--- src/rtl/alu_ex_stage.sv ---
// alu_ex_stage: ALU execute stage with a registered valid/ready output.
// The output uses a two-entry skid buffer (out reg + skid reg), so in_ready_o
// is driven straight from a flop. Retired results are counted in a wrapping counter.
// Optional feature macro: ALU_EX_OVF_FLAG_EN adds ovf_o, the signed overflow of
// ADD/SUB, which is carried through the buffer alongside the result.
module alu_ex_stage #(
  parameter int XLEN  = 32,
  parameter int CNT_W = 16
) (
  input  logic             clk_i,
  input  logic             rst_i,
  input  logic             in_valid_i,
  output logic             in_ready_o,
  input  logic [3:0]       alu_ctrl_i,
  input  logic [XLEN-1:0]  op_a_i,
  input  logic [XLEN-1:0]  op_b_i,
  input  logic             flush_i,
  output logic             out_valid_o,
  input  logic             out_ready_i,
  output logic [XLEN-1:0]  result_o,
  output logic             zero_o,
  output logic [CNT_W-1:0] op_count_o
`ifdef ALU_EX_OVF_FLAG_EN
  ,
  output logic             ovf_o
`endif
);

  localparam logic [3:0] OP_ADD = 4'b0000;
  localparam logic [3:0] OP_SUB = 4'b0001;
  localparam logic [3:0] OP_AND = 4'b0010;
  localparam logic [3:0] OP_OR  = 4'b0011;
  localparam logic [3:0] OP_XOR = 4'b0100;

  // One buffered result; the flags travel with it so they always match.
  typedef struct packed {
    logic [XLEN-1:0] res;
    logic            zero;
`ifdef ALU_EX_OVF_FLAG_EN
    logic            ovf;
`endif
  } entry_t;

  logic            out_v_q, out_v_d;
  logic            skid_v_q, skid_v_d;
  entry_t          out_e_q, out_e_d;
  entry_t          skid_e_q, skid_e_d;
  logic            in_ready_q;
  logic [CNT_W-1:0] op_count_q;

  logic [XLEN-1:0] sum, diff, alu_res;
  entry_t          new_e;
  logic            accept, retire;

  assign sum    = op_a_i + op_b_i;
  assign diff   = op_a_i - op_b_i;
  assign accept = in_valid_i & in_ready_q;
  assign retire = out_v_q & out_ready_i;

  // ALU datapath; unknown codes fall back to ADD like the decoder does.
  always_comb begin
    alu_res = sum;
    unique case (alu_ctrl_i)
      OP_SUB:  alu_res = diff;
      OP_AND:  alu_res = op_a_i & op_b_i;
      OP_OR:   alu_res = op_a_i | op_b_i;
      OP_XOR:  alu_res = op_a_i ^ op_b_i;
      default: alu_res = sum;
    endcase
  end

  // Pack the freshly computed result with its flags.
  always_comb begin
    new_e      = '0;
    new_e.res  = alu_res;
    new_e.zero = (alu_res == '0);
`ifdef ALU_EX_OVF_FLAG_EN
    unique case (alu_ctrl_i)
      OP_SUB:
        new_e.ovf = (op_a_i[XLEN-1] != op_b_i[XLEN-1]) && (diff[XLEN-1] != op_a_i[XLEN-1]);
      OP_AND, OP_OR, OP_XOR:
        new_e.ovf = 1'b0;
      default:
        new_e.ovf = (op_a_i[XLEN-1] == op_b_i[XLEN-1]) && (sum[XLEN-1] != op_a_i[XLEN-1]);
    endcase
`endif
  end

  // Skid-buffer routing. Flush wins; a full skid drains before anything new is
  // taken (in_ready is low then, so accept and skid-drain never coincide).
  always_comb begin
    out_v_d  = out_v_q;
    skid_v_d = skid_v_q;
    out_e_d  = out_e_q;
    skid_e_d = skid_e_q;
    if (flush_i) begin
      out_v_d  = 1'b0;
      skid_v_d = 1'b0;
    end else if (retire && skid_v_q) begin
      out_e_d  = skid_e_q;
      skid_v_d = 1'b0;
    end else if (accept) begin
      if (!out_v_q || retire) begin
        out_e_d = new_e;
        out_v_d = 1'b1;
      end else begin
        skid_e_d = new_e;
        skid_v_d = 1'b1;
      end
    end else if (retire) begin
      out_v_d = 1'b0;
    end
  end

  // Buffer state; in_ready is registered as "skid will be empty".
  always_ff @(posedge clk_i or posedge rst_i) begin
    if (rst_i) begin
      out_v_q      <= 1'b0;
      skid_v_q     <= 1'b0;
      in_ready_q   <= 1'b1;
      out_e_q      <= '0;
      out_e_q.zero <= 1'b1;
      skid_e_q     <= '0;
    end else begin
      out_v_q    <= out_v_d;
      skid_v_q   <= skid_v_d;
      in_ready_q <= !skid_v_d;
      out_e_q    <= out_e_d;
      skid_e_q   <= skid_e_d;
    end
  end

  // Retired-op counter: wraps, survives flush, cleared only by reset.
  always_ff @(posedge clk_i or posedge rst_i) begin
    if (rst_i)       op_count_q <= '0;
    else if (retire) op_count_q <= op_count_q + {{(CNT_W-1){1'b0}}, 1'b1};
  end

  assign in_ready_o  = in_ready_q;
  assign out_valid_o = out_v_q;
  assign result_o    = out_e_q.res;
  assign zero_o      = out_e_q.zero;
  assign op_count_o  = op_count_q;
`ifdef ALU_EX_OVF_FLAG_EN
  assign ovf_o       = out_e_q.ovf;
`endif

endmodule

--- config.mk ---
export PLATFORM = sky130hd
export DESIGN_NAME = alu_ex_stage
export DESIGN_NICKNAME = d
export VERILOG_FILES = /design/src/rtl/alu_ex_stage.sv
export SDC_FILE = /design/constraint.sdc
export NUM_CORES = 1
export LEC_CHECK = 0
export BUFFER_PORTS_ARGS = -buffer_cell sky130_fd_sc_hd__buf_2
export CORE_ASPECT_RATIO = 1.1
export CORE_UTILIZATION = 30
export CTS_BUF_LIST = sky130_fd_sc_hd__clkbuf_8
export DETAILED_ROUTE_END_ITERATION = 8
export SLEW_MARGIN = 30
export SYNTH_ARGS = -nofsm -noshare
export SYNTH_HDL_FRONTEND = slang
export SYNTH_SLANG_ARGS = --single-unit
--- constraint.sdc ---
create_clock -name clk_i -period 2.76 [get_ports clk_i]
set_input_delay 0.414 -clock clk_i [delete_from_list [all_inputs] [get_ports clk_i]]
set_output_delay 0.414 -clock clk_i [all_outputs]
set_load 0.02 [all_outputs]
* Word-level counts from Yosys, hierarchy flattened
Index checks and enable logic that the tools add are counted.
** Storage, ports and cells
- Flip-flop bits (word level) :: 85
- Input port bits :: 73
- Output and inout port bits :: 51
** Cells by class
- Equality and inequality tests :: 6
- Reduce and logical (&&, ||, !) cells :: 11
- Bitwise operators :: 8
- Muxes and demuxes :: 13
- $add $sub $neg :: 3
** Operators by type and width (number)
- $pmux W32 S4 :: 1
- $mux W33 :: 3
- $add A32 B32 Y32 :: 1
- $and A32 B32 Y32 :: 1
- $logic_not A32 Y1 :: 1
- $or A32 B32 Y32 :: 1
- $sub A32 B32 Y32 :: 1
- $xor A32 B32 Y32 :: 1
- $add A16 B1 Y16 const B :: 1
- $mux W1 :: 9
- $eq A4 B2 Y1 const B :: 2
- $reduce_and A3 Y1 :: 2
- $eq A4 B1 Y1 const B :: 1
- $eq A4 B3 Y1 const B :: 1
- $reduce_and A4 Y1 :: 1
- $reduce_bool A2 Y1 :: 2
- $ne A3 B2 Y1 const B :: 1
- $not A1 Y1 :: 3
- $reduce_bool A3 Y1 :: 1
- $and A1 B1 Y1 :: 2
- $logic_not A1 Y1 :: 2
- $ne A2 B2 Y1 const B :: 1
- $logic_and A1 B1 Y1 :: 1
- $logic_or A1 B1 Y1 :: 1

* Depth between registers and ports, before layout
Gate-level depths: netlist of the first run.
- Depth after elaboration :: 7
- Mapped depth :: 20
- Mapped depth without buffers :: 19

* Worst setup path after synthesis of the first run
No wires, ideal clock.
- Path kind :: input-to-reg
- Start :: input port alu_ctrl_i[0]
- End :: register out_e_q, in the netlist zero_o
- Arrival time :: 5.347 ns
- Data required time :: 2.699 ns
- Stages :: 19
- Setup slack :: -2.647 ns
- Path through :: buf_2 buf_1 clkbuf_1 buf_2 clkbuf_1 nor4b_1 a21oi_1 xnor2_1 ha_1 a21o_1 a311oi_4 o21ai_2 a31oi_1 xor2_1 o21ai_1 or4b_1 or4_4 o41ai_2 mux2_1
** On the way
- Cells in the longest elaborated chain, start to end :: 6
- Elaborated cells on any way between the ends :: 9
** RTL lines
- start: declaration :: RTL line 14 : input logic [3:0] alu_ctrl_i,
- $eq A4 B3 Y1 (tied with other cells) :: RTL line 63 : unique case (alu_ctrl_i)
- $pmux W32 S4 (*) :: RTL line 63
- $logic_not A32 Y1 (*) :: RTL line 76 : new_e.zero = (alu_res == '0);
- $mux W33 (*) :: RTL line 103 : if (!out_v_q || retire) begin
- $mux W33 (*) :: RTL line 102 : end else if (accept) begin
- $mux W33 (*) :: RTL line 99 : end else if (retire && skid_v_q) begin
- end signal: assignment :: RTL line 128 : out_e_q <= out_e_d;
- end: declaration :: RTL line 46 : entry_t out_e_q, out_e_d;
Mark *: on every way between the ends. The rest lies on a longest branch, timed or not. The select of a mux whose other input is x is not followed.
A chain may end at the register's enable or synchronous reset.

* Worst setup path after layout of the first run
- Start :: input port op_b_i[8]
- End :: register out_e_q, in the netlist zero_o
** On the way
- Cells in the longest elaborated chain, start to end :: 6
- Elaborated cells on any way between the ends :: 10
** RTL lines
- start: declaration :: RTL line 16 : input logic [XLEN-1:0] op_b_i,
- $add A32 B32 Y32 (tied with other cells) :: RTL line 55 : assign sum = op_a_i + op_b_i;
- $pmux W32 S4 (*) :: RTL line 63
- $logic_not A32 Y1 (*) :: RTL line 76
- $mux W33 (*) :: RTL line 103
- $mux W33 (*) :: RTL line 102
- $mux W33 (*) :: RTL line 99
Marked as above.

==> results.rst, run 1 <==
.. list-table::
   :header-rows: 1

   * - Metric
     - Value
   * - Max-slew violation total from the final report
     - 0
   * - Horizontal extent of the die
     - 159.4 um
   * - Antenna Violating Nets Remaining
     - 0
   * - Critical path start-end classification
     - in -> reg
   * - Reg2Reg Setup Slack
     - 0.85 ns
   * - Count of unresolved DRC violations after routing
     - 0
   * - Post-route setup slack
     - -2.193 ns
   * - Reg-to-reg endpoint
     - skid_e_q[22]
   * - Relative contribution of combinational cells to total power
     - 0.539
   * - Sum of net half-perimeters after detailed placement
     - 21440 um
   * - Remaining Overflow, GRT
     - 0
   * - Crit Reg-Reg Startpoint
     - in_ready_o
   * - Initial core utilization
     - 0.3040
   * - Adder and majority cell fraction of the synthesized area
     - 0.1510
   * - Worst-path clk slew
     - 0.09 ns
   * - Max Freq
     - 201.9 MHz
   * - Placer's final routability congestion estimate
     - 0.8944
   * - Antenna violations before repair
     - 0
   * - Power density over the cells
     - 480.6 nW/um^2
   * - Synth Area in XOR/XNOR
     - 0.06646
   * - Maximum number of pins on one net before global-route repair
     - 86
   * - Worst Setup Slack post-DPL
     - -2.497 ns
   * - Final layout net count
     - 1561
   * - R2r worst-path depth
     - 4
   * - Final min period
     - 4.953 ns
   * - Number of CTS-inserted buffers
     - 9
   * - Final hold slack
     - 0.1413 ns
   * - Area of the mapped netlist
     - 8170 sq um
   * - Clock power frac
     - 0.172
   * - Worst-path fanout max
     - 5
   * - Clock network latency to the later pin of the worst-skew pair
     - 0.35 ns
   * - IR drop worst, VDD
     - 387.2 uV
   * - Max capacitance violation total
     - 0
   * - Prevailing post-synth register cell
     - sky130_fd_sc_hd__dfrtp_1
   * - Count of boundary I/O pins
     - 124
   * - Final hold vios
     - 0
   * - Internal power
     - 3856 uW
   * - Number of antenna repair diodes
     - 0
   * - Via count of the first global-routing pass
     - 8487
   * - TritonCTS clock tree
     - done
   * - Site Rows
     - 63
   * - Sequential element share of the synthesized area
     - 0.2606
   * - Post-Synthesis Cells
     - 1007
   * - Clock skew after layout
     - 0.01101 ns
   * - Asr flop ratio synth
     - 1.000
   * - Sink count of the clock tree
     - 85
   * - Placeable core region
     - 26880 sq um
   * - Detailed-route via count
     - 8757
   * - Vert. Die Dim
     - 175.1 um
   * - Layout cells sized above 1
     - 0.4703
   * - Fraction of power consumed by sequential logic
     - 0.289
   * - Global-route wire length before repair
     - 43590 um
   * - CTS Root Buffer Type
     - sky130_fd_sc_hd__clkbuf_8
   * - Final core utilization
     - 0.4853
   * - Aggregate routed wire length
     - 27760 um
   * - CTS Buffer Depth
     - 2
   * - Drt pass-1 iters
     - 5
   * - Synth Register Bits
     - 85
   * - Number of DRC markers after the initial detailed-route iteration
     - 484
   * - Number of vias per cell after detailed routing
     - 4.998
   * - Post-synthesis share of cell area spent on and, or, nand and nor gates
     - 0.1729
   * - Static Leak
     - 0.006246 uW
   * - Post-synthesis area per instance
     - 8.114 sq um
   * - Critical path arrival
     - 5.25 ns
   * - Setup repair after global routing missed its margin
     - true
   * - Remaining max-slew budget at the tightest pin
     - 0.5292
   * - Detail-routed net length per standard cell
     - 15.85 um
   * - Maximum level of the CTS H-tree
     - 3
   * - DIE AREA
     - 27900 sq um
   * - Outcome
     - finished, violations left
   * - Share of synthesized area spent on multiplexers
     - 0.05452
   * - Element type at the critical path end
     - flip-flop
   * - Violated checks
     - setup timing
   * - Min-delay worst type
     - in -> async
   * - Dominant combinational cell family by area after synthesis
     - compound AO/OA/AOI/OAI gates
   * - Transition time at the pin with the least slew margin
     - 0.7062 ns
   * - Number of port buffers
     - 123
   * - Global-route usage over all layers
     - 0.1918
   * - Final setup violation count
     - 57
   * - Number of library cell types mapped by synthesis
     - 76
   * - Switching pwr
     - 2413 uW
   * - Number of synthesis warnings
     - 0
   * - Sort of element at the start of the critical path
     - input pin
   * - Sw Share
     - 0.3849
   * - Synth-to-Final Area Change
     - 59.66%
   * - Number of nets in the synthesized netlist
     - 1178
   * - Synth Area in Compound Gates
     - 0.2303
   * - Period utilisation layout
     - 1.794
   * - Number of flops mapped to enable cells by yosys
     - 0
   * - Required time at the endpoint of the critical path
     - 3.06 ns
[logic make-up after synthesis]
| logic type | Yosys count |
|---|---|
| AO/OA/AOI/OAI | 291 |
| AND/OR/NAND/NOR | 293 |
| buffers and inverters | 136 |
| XOR/XNOR | 62 |
| flip-flops | 85 |
| adder cells (fa/ha/maj) | 98 |
| multiplexers | 42 |
[worst max-delay path, stage by stage]
cell and delay (ns):
sky130_fd_sc_hd__buf_6 0.09, sky130_fd_sc_hd__or4_4 0.57, sky130_fd_sc_hd__or3_4 0.39, sky130_fd_sc_hd__or3_4 0.35, sky130_fd_sc_hd__or4_4 0.46, sky130_fd_sc_hd__buf_4 0.17, sky130_fd_sc_hd__o31ai_4 0.20, sky130_fd_sc_hd__xnor2_2 0.11
sky130_fd_sc_hd__ha_4 0.33, sky130_fd_sc_hd__a21oi_4 0.07, sky130_fd_sc_hd__o21ai_2 0.17, sky130_fd_sc_hd__nor2_1 0.08, sky130_fd_sc_hd__a31oi_2 0.22, sky130_fd_sc_hd__xnor2_1 0.15, sky130_fd_sc_hd__o21ai_1 0.11, sky130_fd_sc_hd__or4b_1 0.49
sky130_fd_sc_hd__or4_4 0.44, sky130_fd_sc_hd__o41ai_2 0.26, sky130_fd_sc_hd__mux2_1 0.17
[worst max-delay path by stage]
stage               from  slack [ns]  cells after the start          end
2_1_floorplan  op_b_i[8]       -2.20                     18       zero_o
3_3_place_gp   op_b_i[8]       -2.43                     19  skid_e_q[0]
3_5_place_dp   op_b_i[8]       -2.50                     18       zero_o
4_1_cts        op_b_i[8]       -2.08                     18       zero_o
5_1_grt        op_b_i[8]       -2.30                     19       zero_o
6_report       op_b_i[8]       -2.19                     19       zero_o
[flip-flops by register name, summed over array words and instances, names as in the netlist]
| signal | flops |
|---|---|
| result_o | 32 |
| skid_v_q | 1 |
| zero_o | 1 |
| op_count_o | 16 |
| in_ready_o | 1 |
| out_valid_o | 1 |
| skid_e_q | 33 |
[synth_stat cells, types with 15 or more instances]
master,instances,share of area
sky130_fd_sc_hd__nand4_1,18,0.014
sky130_fd_sc_hd__clkbuf_1,38,0.017
sky130_fd_sc_hd__ha_1,97,0.15
sky130_fd_sc_hd__a211oi_1,16,0.015
sky130_fd_sc_hd__o21ai_0,71,0.043
sky130_fd_sc_hd__dfrtp_1,83,0.25
sky130_fd_sc_hd__inv_1,85,0.039
sky130_fd_sc_hd__mux2_2,19,0.026
sky130_fd_sc_hd__nand3_1,15,0.0092
sky130_fd_sc_hd__a21oi_1,87,0.053
sky130_fd_sc_hd__nor2_1,80,0.037
sky130_fd_sc_hd__mux2i_1,22,0.027
sky130_fd_sc_hd__xnor2_1,53,0.057
sky130_fd_sc_hd__nand2_1,101,0.046
sky130_fd_sc_hd__nor3_1,15,0.0092
[layout by cell type, fill, tap and decap left out, types with 43 or more instances in the layout]
| cell | count |
|---|---|
| sky130_fd_sc_hd__buf_4 | 251 |
| sky130_fd_sc_hd__buf_2 | 120 |
| sky130_fd_sc_hd__ha_1 | 90 |
| sky130_fd_sc_hd__nand2_1 | 87 |
| sky130_fd_sc_hd__inv_1 | 83 |
| sky130_fd_sc_hd__dfrtp_1 | 83 |
| sky130_fd_sc_hd__nor2_1 | 69 |
| sky130_fd_sc_hd__a21oi_1 | 50 |
| sky130_fd_sc_hd__xnor2_1 | 43 |
| sky130_fd_sc_hd__buf_6 | 43 |
[per-layer routing]
| metal | track usage | share of wire | vias to the layer above |
|---|---|---|---|
| met5 | 0 | 0 | - |
| met4 | 0.04087 | 0.011 | 0 |
| met3 | 0.01353 | 0.031 | 21 |
| met2 | 0.3253 | 0.48 | 189 |
| met1 | 0.2663 | 0.47 | 4179 |
| li1 | - | - | 4368 |
[power by group through the flow]
stage                     logic, uW  registers, uW  clock network (uW)
after global placement         2760           1810                   0
after global routing           3650           1870                1160
after CTS                      3050           1810                1100
after floorplan                1380           2000                   0
after detailed placement       2800           1830                   0
final                          3380           1810                1080
[timing repair]
| item | CTS | global route |
|---|---|---|
| hold buffers | 0 | 0 |
| cloned | 1 | 0 |
| setup endpoints to repair | 56 | 57 |
| setup buffers | 11 | 31 |
| pin swaps | 31 | 59 |
| gates resized for setup | 123 | 129 |
[per-stage QoR]
step / cell area, sq um / power [uW] / cells / TNS (ns)
after detailed placement: 11370 / 4630 / 1696 / -84.11
after floorplan: 8563 / 3379 / 1007 / -55.99
after global routing: 13050 / 6674 / 1752 / -65.80
after global placement: 11370 / 4571 / 1696 / -80.97
final: 13050 / 6269 / 1752 / -59.62
after CTS: 12250 / 5961 / 1723 / -54.82
[cell type report]
cell class                 instances  area [sq um]
clock inverter                     7         122.6
clock buffer                       9         123.9
multi-input combinational        787          6783
tap                              357         446.7
timing repair buffer             422          3119
sequential                        85          2130
fill                            2550         13830
inverter                          85         320.3
Note: power is estimated with default switching activity, not from simulation.
==> run 2, diff against run 1 <==
--- a/config.mk
+++ b/config.mk
@@ -5,11 +5,11 @@
 export SDC_FILE = /design/constraint.sdc
 export NUM_CORES = 1
 export LEC_CHECK = 0
-export BUFFER_PORTS_ARGS = -buffer_cell sky130_fd_sc_hd__buf_2
 export CORE_ASPECT_RATIO = 1.1
 export CORE_UTILIZATION = 30
 export CTS_BUF_LIST = sky130_fd_sc_hd__clkbuf_8
 export DETAILED_ROUTE_END_ITERATION = 8
+export DONT_BUFFER_PORTS = 1
 export SLEW_MARGIN = 30
 export SYNTH_ARGS = -nofsm -noshare
 export SYNTH_HDL_FRONTEND = slang
==> results.rst, run 2 (synthesis gave the netlist of run 1 again) <==
.. list-table::
   :header-rows: 1

   * - Metric
     - Value
   * - Total power of the final layout
     - 5820 uW (-7.2%)
   * - Crit path buf inv count
     - 0 (-2)
   * - Number of antenna repair diodes
     - 0 (unchanged)
   * - Clock power frac
     - 0.189 (+0.017)
   * - Final hold vios
     - 0 (unchanged)
   * - Switching pwr
     - 2254 uW (-6.6%)
   * - Remaining Overflow, GRT
     - 0 (unchanged)
   * - Reg2Reg Setup Slack
     - 0.69 ns (-0.16 ns)
   * - Critical path start-end classification
     - in -> reg
   * - Internal power
     - 3566 uW (-7.5%)
   * - Required time at the endpoint of the critical path
     - 3.06 ns (about the same)
   * - IR drop worst, VDD
     - 465.8 uV (+20%)
   * - Count of unresolved DRC violations after routing
     - 0 (unchanged)
   * - TritonCTS clock tree
     - done
   * - Detailed-route via count
     - 8091 (-7.6%)
   * - Worst Setup Slack post-DPL
     - -2.357 ns (+0.1409 ns)
   * - Final setup violation count
     - 54 (-5.3%)
   * - Post-route setup slack
     - -1.962 ns (+0.2311 ns)
   * - Number of CTS-inserted buffers
     - 9 (unchanged)
   * - Global-route wire length before repair
     - 43080 um (-1.2%)
   * - Worst path max stage delay
     - 0.54 ns (-0.03 ns)
   * - Static Leak
     - 0.005343 uW (-14%)
   * - Max FFs per register
     - 33 (unchanged)
   * - Power density over the cells
     - 496.5 nW/um^2 (+3.3%)
   * - Fraction of power consumed by sequential logic
     - 0.357 (+0.068)
   * - Final Instance Count excl. Fillers
     - 1566 (-11%)
   * - CTS Root Buffer Type
     - sky130_fd_sc_hd__clkbuf_8
   * - Clock skew after layout
     - 0.01358 ns (+0.002568 ns)
   * - Count of boundary I/O pins
     - 124 (unchanged)
   * - Delay-heaviest family, CP
     - simple AND/OR/NAND/NOR gates
   * - Vert. Die Dim
     - 175.1 um (unchanged)
   * - Maximum number of pins on one net before global-route repair
     - 86 (unchanged)
   * - Number of DRC markers after the initial detailed-route iteration
     - 421 (-13%)
   * - Horizontal extent of the die
     - 159.4 um (unchanged)
   * - Outcome
     - finished, violations left
   * - Final min period
     - 4.722 ns (-0.2311 ns)
   * - DIE AREA
     - 27900 sq um (unchanged)
   * - Final core utilization
     - 0.4361 (-0.04920)
   * - Register with the highest flop count
     - skid_e_q
   * - Max capacitance violation total
     - 0 (unchanged)
   * - Via count of the first global-routing pass
     - 7924 (-6.6%)
   * - Critical path arrival
     - 5.03 ns (-0.22 ns)
   * - Max-slew violation total from the final report
     - 0 (unchanged)
   * - Layout cells sized above 1
     - 0.3730 (-0.09722)
   * - CTS Buffer Depth
     - 2 (unchanged)
   * - Max Freq
     - 211.8 MHz (+4.9%)
   * - Drt pass-1 iters
     - 5 (unchanged)
   * - Relative contribution of combinational cells to total power
     - 0.453 (-0.086)
   * - Cell Count Post-Placement
     - 1518 (-10%)
   * - Global-route usage over all layers
     - 0.1920 (about the same)
   * - Antenna Violating Nets Remaining
     - 0 (unchanged)
   * - Ordered list of cells on the worst path
     - or4_4 -> or3_4 -> or3_4 -> or4_4 -> or3_4 -> o41ai_4 -> xnor2_1 -> ha_1 -> a21oi_4 -> o21ai_2 -> a41o_1 -> nand2_1 -> o221a_2 -> nand2_2 -> or4_4 -> o41ai_2 -> mux2_1
   * - Synth-to-Final Area Change
     - 43.48%
   * - Violated checks
     - setup timing
   * - Min-delay worst type
     - in -> async
   * - Commonest non-fill, non-tap cell in the layout
     - sky130_fd_sc_hd__buf_4
   * - Period utilisation layout
     - 1.711 (-0.08374)
   * - Maximum level of the CTS H-tree
     - 3 (unchanged)
   * - Sw Share
     - 0.3872 (+0.002336)
   * - Antenna violations before repair
     - 0 (unchanged)
   * - Initial core utilization
     - 0.3040 (unchanged)
   * - Commonest cells after routing, fill and taps aside
     - sky130_fd_sc_hd__buf_4 (206), sky130_fd_sc_hd__ha_1 (91), sky130_fd_sc_hd__nand2_1 (86)
   * - Placeable core region
     - 26880 sq um (unchanged)
   * - Fill cell count
     - 2606 (+2.2%)
   * - Final layout net count
     - 1375 (-12%)
   * - Number of port buffers
     - 0 (-100%)
   * - Detail-routed net length per standard cell
     - 17.58 um (+11%)
   * - Hold buffer count at CTS
     - 0 (unchanged)
   * - Worst-path fanout max
     - 4 (-1)
   * - Sort of element at the start of the critical path
     - input pin
   * - Setup repair after global routing missed its margin
     - true
   * - Aggregate routed wire length
     - 27540 um (-0.81%)
   * - Number of vias per cell after detailed routing
     - 5.167 (+3.4%)
   * - Sink count of the clock tree
     - 85 (unchanged)
   * - Sum of net half-perimeters after detailed placement
     - 21290 um (-0.71%)
   * - Placer's final routability congestion estimate
     - 0.9152 (+2.3%)
   * - Clock network latency to the later pin of the worst-skew pair
     - 0.36 ns (about the same)
   * - Transition time at the pin with the least slew margin
     - 0.5948 ns (-0.1114 ns)
   * - Element type at the critical path end
     - flip-flop
   * - CP max stage cell
     - sky130_fd_sc_hd__or4_4
   * - Worst-path clk slew
     - 0.09 ns (about the same)
   * - Site Rows
     - 63 (unchanged)
   * - Remaining max-slew budget at the tightest pin
     - 0.6034 (+0.07425)
## run 2: cell types whose count changed in the layout (fill, tap and decap cells not counted), sizes merged
cell      delta
clkinv       -1
or4b         -1
buf        -185
clkinvlp     +1
## run 2: power groups by stage
stage | Sequential (uW) | Clock, uW | Combinational, uW
CTS | 2080 | 1130 | 2430
detailed placement | 2100 | 0 | 2210
global route | 2130 | 1170 | 2880
global placement | 2090 | 0 | 2180
floorplan | 2000 | 0 | 1380
finish | 2080 | 1100 | 2640
## run 2: cell type report
cell class,instances,area (sq um),area share
Clock buffer,9,123.9,0.01057
Multi-Input combinational cell,786,6619,0.5646
Timing Repair Buffer,237,1957,0.1669
Clock inverter,7,126.4,0.01078
Tap cell,357,446.7,0.03810
Sequential cell,85,2130,0.1817
Inverter,85,320.3,0.02732
## run 2: path summary, 6_finish.rpt
kind                                  start        endpoint  cells past startpoint
max in group asynchronous             rst_i          zero_o                      2
min in group clk_i                  flush_i     out_valid_o                      1
worst min register to register  skid_e_q[5]     skid_e_q[5]                      1
worst min-delay path                  rst_i     result_o[7]                      2
worst max register to register  out_valid_o  op_count_o[15]                      6
worst max-delay path              op_b_i[8]          zero_o                     17
## run 2: timing repair
action,4_1_cts,5_1_grt
buffers inserted,17,19
endpoints found under the setup margin,53,54
pin swaps,32,37
gates resized for setup,95,86
hold endpoints to repair,0,0
## run 2: routing by layer
layer,vias to the layer above,global-route usage,share of wire
met2,215,0.3215,0.47
met1,3861,0.2547,0.45
met4,0,0.03325,0.011
met3,22,0.04249,0.062
li1,3993,-,-
met5,-,0,0
## run 2: stage by stage
stage | instance area, sq um | hold slack (ns) | setup TNS [ns]
after global routing | 11720 | 0.04573 | -61.40
final | 11720 | 0.01531 | -55.45
after CTS | 11200 | 0.03861 | -50.86
after global placement | 10350 | 0.4329 | -74.03
after detailed placement | 10360 | 0.4361 | -75.74
after floorplan | 8563 | 0.4771 | -55.99
==> run 3, diff against run 2 <==
--- a/config.mk
+++ b/config.mk
@@ -10,6 +10,7 @@
 export CTS_BUF_LIST = sky130_fd_sc_hd__clkbuf_8
 export DETAILED_ROUTE_END_ITERATION = 8
 export DONT_BUFFER_PORTS = 1
+export HOLD_SLACK_MARGIN = 0.05
 export SLEW_MARGIN = 30
 export SYNTH_ARGS = -nofsm -noshare
 export SYNTH_HDL_FRONTEND = slang
==> results.rst, run 3 (synthesis gave the netlist of run 1 again) <==
.. list-table::
   :header-rows: 1

   * - Metric
     - Value
   * - Detailed-route via count
     - 8058 (-0.41%)
   * - Maximum level of the CTS H-tree
     - 3 (unchanged)
   * - Count of boundary I/O pins
     - 124 (unchanged)
   * - Violated checks
     - setup timing
   * - Clock skew after layout
     - 0.01534 ns (+0.001764 ns)
   * - Critical path arrival
     - 5.03 ns (about the same)
   * - Fill cell count
     - 2606 (unchanged)
   * - Transition time at the pin with the least slew margin
     - 0.5826 ns (-0.01227 ns)
   * - Critical path start-end classification
     - in -> reg
   * - HP Start
     - flush_i
   * - Instance count along the most critical hold path
     - 1
   * - Count of cell instances traversed by the critical path
     - 17 (unchanged)
   * - Sum of net half-perimeters after detailed placement
     - 21290 um (unchanged)
   * - CP max stage cell
     - sky130_fd_sc_hd__or4_4
   * - TritonCTS clock tree
     - done
   * - Total power of the final layout
     - 5823 uW (about the same)
   * - Final layout net count
     - 1376 (+0.073%)
   * - Final hold slack
     - 0.1117 ns (+0.09635 ns)
   * - Setup tns final
     - -55.57 ns (-0.1233 ns)
   * - Power density over the cells
     - 496.3 nW/um^2 (about the same)
   * - Number of port buffers
     - 0 (unchanged)
   * - Max Freq
     - 211.7 MHz (about the same)
   * - Detail-routed net length per standard cell
     - 17.55 um (-0.20%)
   * - Global-route usage over all layers
     - 0.1920 (unchanged)
   * - Min-delay worst type
     - in -> reg
   * - Worst-path clk slew
     - 0.09 ns (about the same)
   * - Worst path max stage delay
     - 0.54 ns (about the same)
   * - CTS Root Buffer Type
     - sky130_fd_sc_hd__clkbuf_8
   * - Number of CTS-inserted buffers
     - 9 (unchanged)
   * - Placed cell area
     - 10360 sq um (unchanged)
   * - Met2 GRT Util
     - 0.3215 (unchanged)
   * - Final hold vios
     - 0 (unchanged)
   * - Number of antenna repair diodes
     - 0 (unchanged)
   * - Period utilisation layout
     - 1.712 (about the same)
   * - Required time at the endpoint of the critical path
     - 3.07 ns (about the same)
   * - Aggregate routed wire length
     - 27500 um (-0.14%)
   * - Outcome
     - finished, violations left
   * - Final min period
     - 4.724 ns (+0.002310 ns)
   * - Remaining max-slew budget at the tightest pin
     - 0.6075 (+0.004075)
   * - Worst-path fanout max
     - 4 (unchanged)
   * - Reg-to-reg endpoint
     - op_count_o[15]
   * - Commonest cells after routing, fill and taps aside
     - sky130_fd_sc_hd__buf_4 (206), sky130_fd_sc_hd__ha_1 (91), sky130_fd_sc_hd__nand2_1 (86)
   * - M3 GR Usage
     - 0.04225 (-0.0002374)
   * - Element type at the critical path end
     - flip-flop
   * - Setup repair after global routing missed its margin
     - true
   * - Count of unresolved DRC violations after routing
     - 0 (unchanged)
   * - DIE AREA
     - 27900 sq um (unchanged)
   * - Antenna violations before repair
     - 0 (unchanged)
   * - Vert. Die Dim
     - 175.1 um (unchanged)
   * - Global-route wire length before repair
     - 43080 um (unchanged)
   * - Sink count of the clock tree
     - 85 (unchanged)
   * - Commonest non-fill, non-tap cell in the layout
     - sky130_fd_sc_hd__buf_4
   * - Sort of element at the start of the critical path
     - input pin
   * - Site Rows
     - 63 (unchanged)
   * - CTS Buffer Depth
     - 2 (unchanged)
   * - Number of vias per cell after detailed routing
     - 5.142 (-0.47%)
   * - Ordered list of cells on the worst path
     - or4_4 -> or3_4 -> or3_4 -> or4_4 -> or3_4 -> o41ai_4 -> xnor2_1 -> ha_1 -> a21oi_4 -> o21ai_2 -> a41o_1 -> nand2_1 -> o221a_2 -> nand2_2 -> or4_4 -> o41ai_2 -> mux2_1
   * - Register with the highest flop count
     - skid_e_q
   * - Synth-to-Final Area Change
     - 43.60% (about the same)
   * - Maximum number of pins on one net before global-route repair
     - 86 (unchanged)
   * - Via count of the first global-routing pass
     - 7924 (unchanged)
   * - Max capacitance violation total
     - 0 (unchanged)
   * - Post-route setup slack
     - -1.964 ns (-0.002310 ns)
   * - Remaining Overflow, GRT
     - 0 (unchanged)
   * - Hold endpoint
     - out_valid_o
   * - Max-slew violation total from the final report
     - 0 (unchanged)
   * - Initial core utilization
     - 0.3040 (unchanged)
   * - Antenna Violating Nets Remaining
     - 0 (unchanged)
   * - Placeable core region
     - 26880 sq um (unchanged)
   * - Layout cells sized above 1
     - 0.3727 (about the same)
   * - Final setup violation count
     - 54 (unchanged)
   * - Crit path buf inv count
     - 0 (unchanged)
   * - Clock network latency to the later pin of the worst-skew pair
     - 0.36 ns (about the same)
   * - Horizontal extent of the die
     - 159.4 um (unchanged)
   * - Worst Setup Slack post-DPL
     - -2.357 ns (unchanged)
   * - Placer's final routability congestion estimate
     - 0.9152 (unchanged)
   * - Reg2Reg Setup Slack
     - 0.69 ns (about the same)
   * - Number of DRC markers after the initial detailed-route iteration
     - 443 (+5.2%)
   * - Delay-heaviest family, CP
     - simple AND/OR/NAND/NOR gates
   * - Max FFs per register
     - 33 (unchanged)
   * - Global-route layer with the greatest usage
     - met2
   * - IR drop worst, VDD
     - 465.8 uV (about the same)
   * - Met1 layer usage reported by global route
     - 0.2548 (about the same)
   * - Crit Reg-Reg Startpoint
     - out_valid_o
   * - Static Leak
     - 0.005348 uW (about the same)
   * - Fin area
     - 11730 sq um (about the same)
   * - R2r worst-path depth
     - 6 (unchanged)
   * - Drt pass-1 iters
     - 5 (unchanged)
## run 3: repair_timing
item,in CTS,in global routing
endpoints found under the setup margin,53,54
hold endpoints to repair,41,0
gates resized for setup,95,86
pin swaps,32,37
buffers inserted,17,19
hold buffers,1,0
## run 3: layout make-up
| type | count | area (sq um) | share of cell area |
|---|---|---|---|
| clock buffer | 9 | 123.9 | 0.01056 |
| timing repair buffer | 238 | 1967 | 0.1676 |
| sequential | 85 | 2130 | 0.1815 |
| inverter | 85 | 320.3 | 0.02730 |
| clock inverter | 7 | 126.4 | 0.01077 |
| multi-input combinational | 786 | 6619 | 0.5641 |
| tap | 357 | 446.7 | 0.03807 |
## run 3: worst max path at each step
stage,slack (ns),end,startpoint
global route,-2.07,zero_o,op_b_i[8]
detailed placement,-2.36,zero_o,op_b_i[8]
CTS,-1.92,zero_o,op_b_i[8]
finish,-1.96,zero_o,op_b_i[8]
floorplan,-2.20,zero_o,op_b_i[8]
global placement,-2.29,zero_o,op_b_i[8]
## run 3: through the flow
step | cells | util
6_report | 1567 | 0.4365
5_1_grt | 1567 | 0.4365
4_1_cts | 1550 | 0.4170
3_5_place_dp | 1518 | 0.3853
3_3_place_gp | 1518 | 0.3850
2_1_floorplan | 1007 | -
## run 3: metal layers
layer  share of wire  vias up
li1                -     3993
met1            0.46     3872
met2            0.47      175
met3           0.056       18
met4           0.010        0
met5               0        -
## run 3: report_power, final
group	total, uW	leakage [uW]	switching (uW)	internal [uW]
Sequential	2080	0.00106	490	1590
Clock	1100	0.000122	489	614
Combinational	2640	0.00417	1280	1360
Total	5820	0.00535	2260	3570
